<file path="src/rtl/rf_wb_arbiter.sv">
// Register-file write-port arbiter: W-stage writes win, MD-unit writes queue in a 2-deep FIFO, aged head is forced.
// Latency: grant is combinational in the cycle the write is presented; a queued MD write drains no earlier than the cycle after its push.
// Backpressure: md_ready drops while the FIFO is full; wb_stall holds the pipeline for the single cycle a starved MD write is forced.
//
// Ports:
//   clk, reset                      clock, synchronous active-low reset
//   wb_req/wb_addr/wb_data/wb_pc    primary write from the pipeline W-stage
//   md_valid/md_ready/md_addr/...   secondary write offer from the multiply/divide unit
//   q1_addr/q1_hit, q2_addr/q2_hit  hazard queries against queued MD writes
//   wb_stall                        pipeline must not present wb_req
//   RFWrEn/A3/WD/PC                 single register-file write port (zeroed when idle)
module rf_wb_arbiter #(
  parameter int AGE_LIMIT = 4  // 2..15: blocked cycles tolerated before the head is forced
) (
  input  logic        clk,
  input  logic        reset,
  input  logic        wb_req,
  input  logic [4:0]  wb_addr,
  input  logic [31:0] wb_data,
  input  logic [31:0] wb_pc,
  input  logic        md_valid,
  input  logic [4:0]  md_addr,
  input  logic [31:0] md_data,
  input  logic [31:0] md_pc,
  output logic        md_ready,
  input  logic [4:0]  q1_addr,
  input  logic [4:0]  q2_addr,
  output logic        q1_hit,
  output logic        q2_hit,
  output logic        wb_stall,
  output logic        RFWrEn,
  output logic [4:0]  A3,
  output logic [31:0] WD,
  output logic [31:0] PC
);

  typedef struct packed {
    logic [4:0]  addr;
    logic [31:0] data;
    logic [31:0] pc;
  } md_entry_t;

  typedef enum logic [1:0] {S_IDLE, S_WAIT, S_FORCE} state_t;

  localparam logic [3:0] AGE_FORCE = 4'(AGE_LIMIT - 1);

  state_t    state;
  logic [1:0] count;
  logic       wr_ptr;
  logic       rd_ptr;
  logic [3:0] age;
  logic       stall_q;
  md_entry_t  mem [2];

  md_entry_t  head;
  logic       push;
  logic       pop;
  logic       grant_wb;
  logic       grant_head;
  logic [1:0] count_next;
  logic [3:0] age_next;
  logic       vld0;
  logic       vld1;

  assign head     = mem[rd_ptr];
  // Readiness is judged on the pre-pop count: a full FIFO never accepts, even while draining.
  assign md_ready = reset && (count != 2'd2);
  // $0 offers are handshaken so the MD unit is not held, but never stored.
  assign push     = md_ready && md_valid && (md_addr != 5'd0);
  assign pop      = grant_head;
  assign wb_stall = reset && stall_q;

  always_comb begin
    grant_wb   = 1'b0;
    grant_head = 1'b0;
    if (reset) begin
      if (state == S_FORCE) begin
        // Any wb_req here violates the stall and is dropped.
        grant_head = (count != 2'd0);
      end else if (wb_req && (wb_addr != 5'd0)) begin
        grant_wb = 1'b1;
      end else if (count != 2'd0) begin
        grant_head = 1'b1;
      end
    end
  end

  always_comb begin
    RFWrEn = 1'b0;
    A3     = 5'd0;
    WD     = 32'd0;
    PC     = 32'd0;
    if (grant_wb) begin
      RFWrEn = 1'b1;
      A3     = wb_addr;
      WD     = wb_data;
      PC     = wb_pc;
    end else if (grant_head) begin
      RFWrEn = 1'b1;
      A3     = head.addr;
      WD     = head.data;
      PC     = head.pc;
    end
  end

  always_comb begin
    count_next = count;
    if (push && !pop) begin
      count_next = count + 2'd1;
    end else if (!push && pop) begin
      count_next = count - 2'd1;
    end
  end

  // Age counts consecutive cycles the current head is passed over; a fresh head starts at zero.
  always_comb begin
    age_next = age;
    if (pop || (count_next == 2'd0)) begin
      age_next = 4'd0;
    end else if ((count != 2'd0) && !grant_head) begin
      age_next = age + 4'd1;
    end
  end

  // Entry i is live when the FIFO is full, or when it is the head of a single-entry FIFO.
  assign vld0 = (count == 2'd2) || ((count == 2'd1) && (rd_ptr == 1'b0));
  assign vld1 = (count == 2'd2) || ((count == 2'd1) && (rd_ptr == 1'b1));

  assign q1_hit = reset && (q1_addr != 5'd0) &&
                  ((vld0 && (mem[0].addr == q1_addr)) || (vld1 && (mem[1].addr == q1_addr)));
  assign q2_hit = reset && (q2_addr != 5'd0) &&
                  ((vld0 && (mem[0].addr == q2_addr)) || (vld1 && (mem[1].addr == q2_addr)));

  always_ff @(posedge clk) begin
    if (push) begin
      mem[wr_ptr] <= '{addr: md_addr, data: md_data, pc: md_pc};
    end
  end

  always_ff @(posedge clk) begin
    if (!reset) begin
      state   <= S_IDLE;
      count   <= 2'd0;
      wr_ptr  <= 1'b0;
      rd_ptr  <= 1'b0;
      age     <= 4'd0;
      stall_q <= 1'b0;
    end else begin
      count <= count_next;
      age   <= age_next;
      if (push) begin
        wr_ptr <= ~wr_ptr;
      end
      if (pop) begin
        rd_ptr <= ~rd_ptr;
      end
      case (state)
        S_IDLE: begin
          if (count_next != 2'd0) begin
            state <= S_WAIT;
          end
        end
        S_WAIT: begin
          if (count_next == 2'd0) begin
            state <= S_IDLE;
          end else if (!pop && (age_next == AGE_FORCE)) begin
            state   <= S_FORCE;
            stall_q <= 1'b1;
          end
        end
        S_FORCE: begin
          stall_q <= 1'b0;
          state   <= (count_next != 2'd0) ? S_WAIT : S_IDLE;
        end
        default: begin
          state   <= S_IDLE;
          stall_q <= 1'b0;
        end
      endcase
    end
  end

endmodule

</file>
<file path="config.mk">
export PLATFORM = sky130hd
export DESIGN_NAME = rf_wb_arbiter
export DESIGN_NICKNAME = d
export VERILOG_FILES = /design/src/rtl/rf_wb_arbiter.sv
export SDC_FILE = /design/constraint.sdc
export NUM_CORES = 1
export LEC_CHECK = 0
export BUFFER_PORTS_ARGS = -buffer_cell sky130_fd_sc_hd__buf_2
export CORE_UTILIZATION = 45
export DETAILED_ROUTE_END_ITERATION = 12
export PLACE_DENSITY = 0.82
export SYNTH_ARGS = -nofsm -noshare
export SYNTH_HDL_FRONTEND = slang
export SYNTH_SLANG_ARGS = --single-unit
</file>
<file path="constraint.sdc">
create_clock -name clk -period 4.65 [get_ports clk]
set_input_delay 0.6975 -clock clk [delete_from_list [all_inputs] [get_ports clk]]
set_output_delay 0.6975 -clock clk [all_outputs]
set_load 0.05 [all_outputs]
</file>
# Word-level counts from Yosys, hierarchy flattened
# Memories as Yosys holds them, arrays and structs flattened. A register that Yosys moved wholly into a read port is not among the register bits.
# Cells that the tools add are included.
[totals]
mem_count = 1
ramBits = 138
register_bits = 11
out_inout_bits = 74
word_cells = 94
in_bits = 152
[op_classes]
n_eq_ne = 14
reduce_logical = 36
addsub = 3
mux = 31
bitwise = 3
[mem_list]
columns = ["memory", "depth", "word_bits", "read_ports", "rd_ports_with_merged_regs", "write_ports", "line", "text"]
rows = [
  ["mem", 2, 69, 3, 1, 1, "53", "md_entry_t mem [2];"],
]
[ops]
columns = ["cell", "n"]
rows = [
  ["$mux 32", 4],
  ["$eq 5x5->1", 4],
  ["$reduce_bool 5->1", 4],
  ["$logic_and 1x1->1", 19],
  ["$mux 1", 16],
  ["$mux 2", 5],
  ["$mux 5", 2],
  ["$mux 4", 2],
  ["$ne 2x2->1 const B", 4],
  ["$pmux 2 s3", 1],
  ["$logic_or 1x1->1", 5],
  ["$add 4x1->4 const B", 1],
  ["$eq 2x1->1 const B", 2],
  ["$eq 2x2->1 const B", 2],
  ["$eq 4x2->1 const B", 1],
  ["$logic_not 2->1", 2],
  ["$reduce_bool 2->1", 2],
  ["$ne 3x3->1 const B", 1],
  ["$not 1->1", 3],
  ["$reduce_and 3->1", 1],
  ["$add 2x1->2 const B", 1],
  ["$logic_not 1->1", 2],
  ["$pmux 1 s2", 1],
  ["$reduce_and 2->1", 1],
  ["$sub 2x1->2 const B", 1],
]

# Longest topological paths before layout
# Gate-level depths: netlist of the first run.
[logic_depth]
ltp_word = 16
ltp_mapped = 9
ltp_nobuf = 7

# Least setup slack after synthesis of the first run
# No wires, ideal clock.
[synth_path]
path_type = "input -> register"
start = "input port reset"
end = "memory mem[0][0] (netlist name), enable pin"
n_path_buf = 1
slack_ns = 0.065
stages = 4
arrival_ns = 4.089
cell_sequence = "buf_2 -> and3b_1 -> o21ai_1 -> nor2_1"
[synth_between]
elab_chain_len = 5
[synth_lines]
columns = ["item", "line", "text"]
rows = [
  ["start: declaration", "16", "input logic reset,"],
  ["$logic_and 1x1->1", "67", "assign md_ready = reset && (count != 2'd2);"],
  ["$logic_and 1x1->1 (2 in series)", "69", "assign push = md_ready && md_valid && (md_addr != 5'd0);"],
  ["$mux 1", "135", "if (push) begin"],
  ["$mux 1 (not written as such)", "136", "mem[wr_ptr] <= '{addr: md_addr, data: md_data, pc: md_pc};"],
  ["end: declaration", "53", ""],
]
# Every way passes these cells.

# Final worst setup path of the first run
[layout_path]
start = "register count[0]"
end = "output port WD[15]"
[layout_between]
elab_chain_len = 7
[layout_lines]
columns = ["item", "line", "text"]
rows = [
  ["start: declaration", "48", "logic [1:0] count;"],
  ["start signal: assignment", "149", "count <= count_next;"],
  ["$reduce_bool 2->1 (*)", "79, 82", ""],
  ["$mux 1", "82", "end else if (count != 2'd0) begin"],
  ["$mux 1", "80", "end else if (wb_req && (wb_addr != 5'd0)) begin"],
  ["$mux 1 (*)", "77", "if (state == S_FORCE) begin"],
  ["$mux 1 (*)", "76", "if (reset) begin"],
  ["$mux 32 (*)", "98", "end else if (grant_head) begin"],
  ["$mux 32 (*)", "93", "if (grant_wb) begin"],
  ["end: declaration", "33", "output logic [31:0] WD,"],
]
# Mark *: on every way between the ends. The rest lies on a longest branch, timed or not.

==> results.md, run 1 <==
* Buffers on Ports at 225
* Drt first pass iters at 5
* CTS Buf Count at 17
* Post-Synthesis Cells at 495
* Yosys top cell by area: edfxtp_1
* Die width at 123.0 µm
* Setup crit start kind: flip-flop
* Worst-path maximum fanout at 47
* Final net count at 874
* Die ar. at 0.01513 mm²
* TNS Setup at 0 ns
* Min-delay src: md_pc[5]
* Skew final at 0.006863 ns
* RSZ-0062 raised after global routing: no
* Antenna violations before repair at 0
* Power Total at 3.445 mW
* YS warnings at 0
* PwrDens at 406.3 mW/mm²
* Largest cells by area after synthesis: edfxtp_1, mux2i_1, o21ai_0
* FFs w/ async S/R, synth at 0%
* H-tree Lvls at 4
* Post-synth EDFFs at 138
* Starting Density at 46.75%
* Routed via count at 4,736
* Overall die height at 123.0 µm
* Lkg Pwr at 3.255 nW
* Number of global-route vias before repair at 4,645
* Routed Wire Length at 14,960 µm
* Worst hold margin at 0.4721 ns
* CTS root buf: clkbuf_16
* Top-area cell type share of the netlist area at 62.88%
* Worst-Skew Late Latency at 0.40 ns
* TritonCTS clock tree: done
* Max_cap viols at 0
* Core ar. at 0.01410 mm²
* DRC at 0
* Clk buf depth at 2
* Gr ovfl total at 0
* Sequential element share of the synthesized area at 66.53%
* Site row count at 43
* Final ANT Viol Nets at 0
* Critical Path AT at 2.84 ns
* Area Overhead vs Synth at 28.65%
* Initial drt markers at 271
* Fmax at 282.4 MHz
* Avg WL per Cell at 16.44 µm
* Count of final setup violators at 0
* Min Tclk post-route at 3.541 ns
* Status: completed
* Fin cells at 910
* Fill cells at 1,106
* Dpl hpwl at 10,340 µm
* Post-CTS sizing at 0
* Routability Congestion at 0.9006
* Crit path from: count[0]
* Final worst-path cycle share at 76.15%
* Clk pin slew, worst setup/hold paths at 0.06 ns
* Maximum vdd drop at 0.2497 mV
* Vias per inst at 5.204
* Worst hold-check path type: in2reg
* Top FF cell, synth: edfxtp_1
* CP Capture Type: primary output
* Mapped Avg Cell Area at 13.31 µm²
* Hold Buf Count CTS at 0
* # placed instances at 879
* Slew Limit Headroom at 36.12%
* Final Hold Vio Count at 0
* Final Core Density at 60.15%
* Critical path required time at 3.95 ns
* Mapped Area at 0.006590 mm²
* Worst R2R Start: count[0]
* GR Util All Layers at 19.79%
* Slew Viols, Final at 0
* I/O pins at 226
* Diodes inserted at 0
* Crit path kind: reg2out
* Distinct cells, synth at 40
* Tightest Pin Transition at 0.9559 ns
* Syn nets at 651
* First-pass GRT wire length at 22,310 µm
* Post-CTS Setup Bufs at 0
* Share of cells above drive strength 1 at 37.40%
* FF+latch count, synth at 150
* TritonCTS Sinks at 150
* Largest net degree at the start of global routing at 70
==> worst max-delay path, cell delays in order, from the launching register on <==
cell and delay (ns):
dfxtp_1 0.41, inv_1 0.13, ha_1 0.35, nor2_1 0.23
nand2_2 0.33, buf_4 0.40, o21ai_0 0.25, buf_2 0.30
==> worst paths after layout <==
| path | end | slack (ns) | depth (start not counted) |
|---|---|---|---|
| hold / removal | mem[0][5] | 0.47 | 1 |
| hold reg to reg | stall_q | 0.56 | 2 |
| setup reg to reg | mem[0][37] | 1.62 | 6 |
| setup / recovery | WD[15] | 1.11 | 7 |
==> cell families (layout without fill, tap and decap cells) <==
| group | Yosys count | in the layout | share of synthesized area, % |
|---|---|---|---|
| fa+ha+maj | 4 | 4 | 0.7595 |
| compound gates | 94 | 94 | 8.392 |
| mux | 72 | 72 | 10.99 |
| flops | 150 | 150 | 66.53 |
| buf+inv | 33 | 268 | 2.012 |
| xor+xnor | 26 | 26 | 3.456 |
| simple gates | 116 | 116 | 7.860 |
==> sequential cells by signal, indices dropped and copies added (netlist names), named ones only <==
name	cells
state	2
count	2
rd_ptr	1
mem	138
stall_q	1
age	4
wr_ptr	1
==> final cells by class <==
cell class                 instances  area [µm²]  share of cell area, %
sequential                       150        4388                  51.76
clock inverter                    13       155.1                  1.830
timing repair buffer             230        1164                  13.72
inverter                           7       26.28                 0.3099
tap                              180       225.2                  2.656
clock buffer                      18       429.2                  5.062
multi-input combinational        312        2091                  24.66
==> through the flow <==
step	setup slack [ns]	area, µm²
after floorplan	0.06479	6590
after global placement	1.291	7894
after detailed placement	1.154	7894
after CTS	1.122	8478
after global routing	0.8642	8478
final	1.109	8478
==> cells in the mapped netlist, drive strengths merged (2+ instances only) <==
cell type and number:
ha 4, inv 7, xor2 14, nor2 15, edfxtp 138, a211oi 4
nor4 5, clkbuf 18, nand2 73, o21ai 73, nor3 6, and2 2
mux2i 72, dfxtp 12, xnor2 12, a21oi 9, nand3 5, nand2b 2
buf 8, or4 3
==> power by group <==
part | switching [mW] | internal (mW) | total (mW)
clock | 0.510 | 0.838 | 1.35
sequential | 0.0296 | 1.54 | 1.57
combinational | 0.364 | 0.164 | 0.528
total | 0.904 | 2.54 | 3.44
==> metal layers <==
metal	global-route usage (%)	routed length [µm]
met1	21.97	5859
met2	34.76	7845
met3	6.411	1061
met4	8.434	195
met5	0	0
==> cells in the final DEF, fill, tap and decap left out, drive strengths merged, types with 2 or more instances in the layout <==
| cell | n |
|---|---|
| xnor2 | 12 |
| nand3 | 5 |
| ha | 4 |
| nand2 | 73 |
| clkinv | 6 |
| clkinvlp | 2 |
| clkbuf | 18 |
| a21oi | 9 |
| nor2 | 15 |
| or4 | 3 |
| o21ai | 73 |
| nand2b | 2 |
| inv | 9 |
| nor4 | 5 |
| nor3 | 6 |
| edfxtp | 138 |
| mux2i | 72 |
| bufinv | 3 |
| xor2 | 14 |
| buf | 230 |
| dfxtp | 12 |
| a211oi | 4 |
| and2 | 2 |
No activity file was read; power rests on OpenSTA's default activity.
==> run 2: changes to the inputs <==
--- a/config.mk
+++ b/config.mk
@@ -8,7 +8,7 @@
 export BUFFER_PORTS_ARGS = -buffer_cell sky130_fd_sc_hd__buf_2
 export CORE_UTILIZATION = 45
 export DETAILED_ROUTE_END_ITERATION = 12
-export PLACE_DENSITY = 0.82
+export PLACE_DENSITY = 0.79
 export SYNTH_ARGS = -nofsm -noshare
 export SYNTH_HDL_FRONTEND = slang
 export SYNTH_SLANG_ARGS = --single-unit
==> constraint.sdc (replaced) <==
create_clock -name clk -period 3.4 [get_ports clk]
set_input_delay 0.51 -clock clk [delete_from_list [all_inputs] [get_ports clk]]
set_output_delay 0.51 -clock clk [all_outputs]
set_load 0.05 [all_outputs]
==> run 2 against run 1 <==
Largest power group unchanged. Count of clock-buffer cells in the layout grew 1. Global-route usage increased by 1.0 points. First-iteration DRC count down 20%. Register-to-register slack got worse by 0.62 ns. Combinational power increased by 41%. Clock power grew 30%. Sequential share of layout area fell by 0.24 points. Critical path depth did not move.
==> results.md, run 2 (synthesized netlist as in run 1, its figures left out) <==
* Routed via count at 4,862
* Core ar. at 0.01410 mm²
* Area Overhead vs Synth at 29.24%
* Final Hold Vio Count at 0
* Worst R2R Start: count[0]
* TNS Setup at 0 ns
* CP max stage delay at 0.52 ns
* Final worst-path cycle share at 95.52%
* Worst r2r dst: mem[0][38]
* Critical Path Sink: WD[23]
* I/O pins at 226
* Buffers on Ports at 225
* R2R depth at 6
* GRT Max-Usage Layer: met2
* CP Capture Type: primary output
* Crit path kind: reg2out
* GR Util All Layers at 20.79%
* Setup crit start kind: flip-flop
* TritonCTS Sinks at 150
* Final Core Density at 60.42%
* Final ANT Viol Nets at 0
* Power Total at 4.641 mW
* CTS Buf Count at 17
* Commonest non-fill, non-tap cell in the layout: buf_2
* Final net count at 879
* Crit-path slowest cell: a221o_2
* Top register by number of flip-flops: mem
* CTS root buf: clkbuf_16
* Maximum vdd drop at 0.3408 mV
* Levels on crit path at 7
* Clk pin slew, worst setup/hold paths at 0.06 ns
* Worst-path maximum fanout at 40
* H-tree Lvls at 4
* Status: completed
* Skew final at 0.01075 ns
* Delay-heaviest family, CP: buffers and inverters
* Critical Path AT at 2.74 ns
* Gr ovfl total at 0
* Antenna violations before repair at 0
* Fmax at 307.9 MHz
* Placed instance area at 0.007949 mm²
* DRC at 0
* Tightest Pin Transition at 0.7164 ns
* Die width at 123.0 µm
* CP Cell Sequence: inv_1 > a221o_2 > nor2_4 > buf_6 > nand2_1 > o21ai_0 > buf_2
* Share of cells above drive strength 1 at 37.91%
* Count of final setup violators at 0
* Diodes inserted at 0
* Site row count at 43
* Most frequent cells in the layout: buf_2, edfxtp_1, nand2_1, o21ai_0, mux2i_1
* Initial drt markers at 218
* TritonCTS clock tree: done
* Crit path from: state[0]
* Drt first pass iters at 4
* Vias per inst at 5.308
* Worst-Skew Late Latency at 0.41 ns
* Slew Viols, Final at 0
* Largest regs: mem: 138 flops, age: 4 flops
* Dpl hpwl at 10,840 µm
* RSZ-0062 raised after global routing: no
* Min Tclk post-route at 3.248 ns
* Design Area, Final at 0.008517 mm²
* Largest net degree at the start of global routing at 43
* Die ar. at 0.01513 mm²
* Slew Limit Headroom at 52.19%
* Met2 usage at 37.99%
* Critical path required time at 2.89 ns
* Starting Density at 46.75%
* Grt met1 use at 22.98%
* Max reg flops at 138
* Overall die height at 123.0 µm
* Number of global-route vias before repair at 4,959
* Worst hold-check path type: in2reg
* Routability Congestion at 0.9175
* PwrDens at 545.0 mW/mm²
* Lkg Pwr at 3.262 nW
* GR Util met3 at 4.659%
* Routed Wire Length at 15,620 µm
* Avg WL per Cell at 17.05 µm
* CP bufs+invs at 3
* First-pass GRT wire length at 23,480 µm
* Clk buf depth at 2
* FF-to-FF setup slack at 1.00 ns
* Max_cap viols at 0
## run 2: final cells by class
class | instances | area (µm²)
clock buffer | 19 | 432.9
clock inverter | 13 | 125.1
fill | 1107 | 5579
inverter | 7 | 26.28
multi-input combinational | 313 | 2097
sequential | 150 | 4388
tap | 180 | 225.2
timing repair buffer | 234 | 1222
## run 2: metal layers
metal  routed length [µm]  part of all wire (%)  vias up
met4                  339                   2.2        0
li1                     -                     -     2297
met2                 8098                    52      200
met3                  975                   6.2       32
met5                    0                     0        -
met1                 6206                    40     2333
## run 2: where the power goes
group | internal, mW | switching [mW]
Clock | 1.02 | 0.745
Sequential | 2.10 | 0.0337
Combinational | 0.232 | 0.511
## run 2: how the worst min path moves through the flow
| stage | endpoint | depth (start not counted) | from | slack, ns |
|---|---|---|---|---|
| floorplan | state[1] | 2 | state[0] | 0.48 |
| global placement | state[1] | 2 | state[0] | 0.52 |
| detailed placement | state[1] | 2 | state[0] | 0.54 |
| CTS | mem[0][63] | 1 | md_data[31] | 0.27 |
| global route | mem[0][29] | 1 | md_pc[29] | 0.27 |
| finish | mem[1][15] | 1 | md_pc[15] | 0.29 |
## run 2: what timing repair did
item / in CTS / in global routing
hold endpoints to repair: 0 / 0
setup endpoints to repair: 40 / 1
gates cloned: 1 / 0
gates resized for setup: 1 / 0
setup buffers: 0 / 0
pin swaps: 1 / 1
hold buffers: 0 / 0
## run 2: stage by stage
| step | setup WS [ns] | hold slack, ns | std cells |
|---|---|---|---|
| 2_1_floorplan | 0.1096 | 0.4809 | 495 |
| 3_3_place_gp | 0.1703 | 0.5180 | 883 |
| 3_5_place_dp | 0.06246 | 0.5434 | 883 |
| 4_1_cts | 0.1065 | 0.2694 | 916 |
| 5_1_grt | 0.01126 | 0.2682 | 916 |
| 6_report | 0.1523 | 0.2859 | 916 |
